[src/rtl/seq_mul_unit.sv]
// Iterative shift-add multiplier around an N-bit ripple-carry adder: N accumulate/shift
// iterations per operation, unsigned or two's-complement selected per operation.

module seq_mul_fa (
  input  logic a,
  input  logic b,
  input  logic cin,
  output logic sum,
  output logic cout
);
  assign sum  = a ^ b ^ cin;
  assign cout = (a & b) | (cin & (a ^ b));
endmodule

module seq_mul_rca #(
  parameter int W = 32
) (
  input  logic [W-1:0] a,
  input  logic [W-1:0] b,
  input  logic         cin,
  output logic [W-1:0] sum,
  output logic         cout
);
  logic [W:0] c;

  assign c[0] = cin;

  for (genvar i = 0; i < W; i++) begin : g_bit
    seq_mul_fa u_fa (
      .a   (a[i]),
      .b   (b[i]),
      .cin (c[i]),
      .sum (sum[i]),
      .cout(c[i+1])
    );
  end

  assign cout = c[W];
endmodule

module seq_mul_unit #(
  parameter int N = 32
) (
  input  logic           clk,
  input  logic           rst_n,
  input  logic           flush,
  input  logic           in_valid,
  output logic           in_ready,
  input  logic           is_signed,
  input  logic [N-1:0]   A,
  input  logic [N-1:0]   B,
  output logic           out_valid,
  input  logic           out_ready,
  output logic [2*N-1:0] P,
  output logic           busy
);
  localparam int CW = (N > 2) ? $clog2(N) : 1;

  typedef enum logic [1:0] {IDLE, RUN, DONE} state_t;

  state_t          state;
  logic [N-1:0]    mcand, hi, lo;
  logic            neg;
  logic [CW-1:0]   count;

  logic [N-1:0]    neg_a, neg_b, abs_a, abs_b;
  logic [N-1:0]    addend, sum;
  logic            cout;
  logic [2*N-1:0]  prod, prod_neg;
  logic            unused_co_a, unused_co_b, unused_co_p;

  // Magnitudes through the same adder cell: ~X + 1. -2^(N-1) maps to 2^(N-1) unsigned.
  seq_mul_rca #(.W(N)) u_neg_a (
    .a(~A), .b('0), .cin(1'b1), .sum(neg_a), .cout(unused_co_a)
  );
  seq_mul_rca #(.W(N)) u_neg_b (
    .a(~B), .b('0), .cin(1'b1), .sum(neg_b), .cout(unused_co_b)
  );

  assign abs_a = (is_signed && A[N-1]) ? neg_a : A;
  assign abs_b = (is_signed && B[N-1]) ? neg_b : B;

  // Accumulate step: hi + (lo[0] ? mcand : 0)
  assign addend = lo[0] ? mcand : '0;

  seq_mul_rca #(.W(N)) u_acc (
    .a(hi), .b(addend), .cin(1'b0), .sum(sum), .cout(cout)
  );

  // {cout, sum, lo} >> 1, i.e. the register contents after this iteration's shift
  assign prod = {cout, sum, lo[N-1:1]};

  seq_mul_rca #(.W(2*N)) u_neg_p (
    .a(~prod), .b('0), .cin(1'b1), .sum(prod_neg), .cout(unused_co_p)
  );

  always_ff @(posedge clk or negedge rst_n) begin
    if (!rst_n) begin
      state     <= IDLE;
      P         <= '0;
      out_valid <= 1'b0;
      busy      <= 1'b0;
      in_ready  <= 1'b1;
      count     <= '0;
      mcand     <= '0;
      hi        <= '0;
      lo        <= '0;
      neg       <= 1'b0;
    end else if (flush) begin
      state     <= IDLE;
      out_valid <= 1'b0;
      busy      <= 1'b0;
      in_ready  <= 1'b1;
    end else begin
      case (state)
        IDLE: begin
          if (in_valid) begin
            mcand    <= abs_a;
            hi       <= '0;
            lo       <= abs_b;
            neg      <= is_signed & (A[N-1] ^ B[N-1]);
            count    <= '0;
            state    <= RUN;
            in_ready <= 1'b0;
            busy     <= 1'b1;
          end
        end
        RUN: begin
          hi    <= prod[2*N-1:N];
          lo    <= prod[N-1:0];
          count <= count + CW'(1);
          if (count == CW'(N-1)) begin
            P         <= neg ? prod_neg : prod;
            out_valid <= 1'b1;
            busy      <= 1'b0;
            state     <= DONE;
          end
        end
        DONE: begin
          if (out_ready) begin
            out_valid <= 1'b0;
            in_ready  <= 1'b1;
            state     <= IDLE;
          end
        end
        default: begin
          state     <= IDLE;
          out_valid <= 1'b0;
          busy      <= 1'b0;
          in_ready  <= 1'b1;
        end
      endcase
    end
  end
endmodule

[config.mk]
export PLATFORM = sky130hd
export DESIGN_NAME = seq_mul_unit
export DESIGN_NICKNAME = d
export VERILOG_FILES = /design/src/rtl/seq_mul_unit.sv
export SDC_FILE = /design/constraint.sdc
export NUM_CORES = 1
export LEC_CHECK = 0
export ABC_AREA = 1
export CORE_MARGIN = 5
export CORE_UTILIZATION = 44
export DETAILED_ROUTE_END_ITERATION = 10
export GPL_TIMING_DRIVEN = 0
export PLACE_DENSITY = 0.66
export SLEW_MARGIN = 5
export SYNTH_ARGS = -nofsm -noshare
export SYNTH_HDL_FRONTEND = slang
export SYNTH_SLANG_ARGS = --single-unit
[constraint.sdc]
create_clock -name clk -period 32.3 [get_ports clk]
set_input_delay 6.46 -clock clk [delete_from_list [all_inputs] [get_ports clk]]
set_output_delay 6.46 -clock clk [all_outputs]
set_load 0.02 [all_outputs]
==> impl_metrics.ini <==
[sta]
skew_ns = 0.0136
finalCritPeriodShare_pct = 43.4
fin_crit_ns = 14.02
tightest_slew_ns = 0.655
slew_headroom_pct = 56.0
max_freq_ghz = 0.0713
finalSetupViolations = 0
fin_ws_ns = 18.28
hold_violations = 0
setup_tns_ns = 0
rsz0062_at_grt = no
report.final.slew_viol_count = 0

[critical_path]
critPathKind = flop to flop
worstPathArrival_ns = 14.34
crit_buf_inv = 8
cpMaxStageDelayCell = clkbuf_1
setup.worst_path.start = lo[0]$_DFFE_PN0P_
cp_common_cell = fa_1
critPathMaxFanout = 10
cp_top_family = adder cells
required_ns = 32.61
max_stage_delay_ns = 0.52
startpoint_type = flop
critPathCaptureType = flop
rr_startpoint = lo[0]$_DFFE_PN0P_

[global_routing]
first_global_vias = 9263
grt_usage_pct = 19.8
antenna_found_initial = 0
grt_overflow = 0
grt_max_degree = 98
grt_first_pass_wirelength_um = 45400

[clock_network]
clk_latency_ns = 0.43
cts_setup_buffers = 0
clock-sinks = 171
clkTransAtPathRegs_ns = 0.07
cts_max_path_buffers = 2
cts-htree-levels = 4
cts_tree = yes
hold_buffers = 0
cts_root_buf = clkbuf_16
cts_resized = 0
cts_made_buffers = 17

[detailed_routing]
dr.pass1.iters = 5
detail-route-antenna-nets = 0
wl_met1_um = 12800
first_iter_violations = 496
wl_per_cell_um = 14.8
avgViaCountPerCell = 4.94
route.met3.wl_um = 1200
top_layer = met4
vias = 9104
wl_met2_um = 12800
drc = 0
totalWireLength_um = 27200

[place]
io_buffers = 134
place.gp.congestion = 0.863
pre_cts_ws_ns = 18.30
hpwlAfterDp_um = 20600

[outcome]
status = completed

[worst_hold_path]
hold_start = P[16]$_DFFE_PN0P_
worstHoldPathType = flop to flop

[synthesis]
synth_area_um2 = 10800
ys_seq_area_share_pct = 39.7
synth_seq_cells = 171
netlist_instances = 1351
syn_nets = 1576
syn_area_per_cell_um2 = 7.99
synth.distinct_cells = 21
yosys_warnings = 0

[final_layout]
nets = 1730
drive_above_1_share_pct = 4.15
final_cell_mix = 532 x nand2_1, 170 x dfrtp_1, 148 x inv_1, 133 x clkdlybuf4s50_1, 124 x ha_1
area_growth_pct = 21.6
diodes = 0
final_common_cell = nand2_1

[floorplan]
start_util_pct = 44.5
die-area_um2 = 27800
core_area_um2 = 24200
die_w_um = 167
die_y_um = 167
ios = 137
rows = 57

[power_and_ir_drop]
p_leak_nw = 7.08
peakVddDrop_mv = 0.0270
power_density_nw_per_um2 = 46.1

[job]
maxCapViolations = 0
==> final cells by class <==
cell class	count	area [µm²]
buffer	73	330
timing repair buffer	135	1370
clock buffer	21	460
clock inverter	11	96.3
inverter	153	574
sequential	171	4280
tap	324	405
fill	2375	11100
multi-input combinational	954	5610
==> per-stage QoR <==
step | area (µm²) | utilization (%) | hold slack, ns | power [mW] | std cells
floorplan | 10800 | - | 0.449 | 0.362 | 1351
global placement | 12500 | 51.7 | 0.463 | 0.405 | 1809
detailed placement | 12600 | 51.9 | 0.465 | 0.412 | 1810
CTS | 13100 | 54.1 | 0.484 | 0.610 | 1842
global route | 13100 | 54.1 | 0.503 | 0.647 | 1842
finish | 13100 | 54.1 | 0.480 | 0.606 | 1842
==> kinds of logic (layout without fill, tap and decap cells) <==
logic type	after synthesis	count (layout)	synth area share, %
AOI/OAI and AO/OA	132	132	7.64
and+or+nand+nor	666	666	24.1
DFF	171	171	39.7
buffers and inverters	226	393	8.38
xor gates and xnor gates	1	1	0.0812
adders and majority gates	155	155	20.1
==> routing by layer <==
layer	vias to the layer above	global-route usage, %
li1	4583	-
met1	4296	27.1
met2	197	33.1
met3	28	3.39
met4	0	4.66
met5	-	0
==> tightest hold or removal path, stage by stage (launching register included) <==
cell,delay [ns]
dfrtp_1,0.34
nand2_1,0.05
nand2_1,0.05
==> where the power goes <==
group          leakage [nW]  internal, mW  switching [mW]
sequential             2.28         0.240          0.0154
clock                 0.273         0.110          0.0880
combinational          4.53        0.0569          0.0957
==> cells in the mapped netlist <==
cell        n  share of area (%)
dfrtp_1   170                 39
a21oi_1    33                1.5
xor2_1      1              0.081
nand2_1   532                 19
o21ai_1     1              0.046
clkbuf_1   44                1.5
inv_2       4               0.14
o211ai_1   62                4.3
inv_1     148                5.1
clkinv_1    1              0.035
nor2_1     56                1.9
o21ai_0    29                1.3
fa_1       31                5.7
buf_6       4               0.42
nor2_4      1               0.10
o22ai_1     7               0.41
dfstp_2     1               0.24
buf_1       4               0.14
nand3_1    77                3.6
ha_1      124                 14
buf_2      21               0.97
==> flip-flops by register name, indices dropped and copies added, names as in the netlist <==
signal and cells:
P 64, hi 32, lo 32, mcand 32, count 5, state 2, busy 1, in_ready 1
neg 1, out_valid 1
==> worst paths after layout <==
check | to | slack [ns] | depth (start not counted)
min in group asynchronous | P[33]$_DFFE_PN0P_ | 6.01 | 1
hold / removal | P[16]$_DFFE_PN0P_ | 0.48 | 2
setup reg to reg | P[63]$_DFFE_PN0P_ | 18.28 | 46
hold reg to reg | P[16]$_DFFE_PN0P_ | 0.48 | 2
setup / recovery | P[63]$_DFFE_PN0P_ | 18.28 | 46
max in group asynchronous | in_ready$_DFFE_PN1P_ | 25.41 | 2
Power figures use the tool's default switching activity.
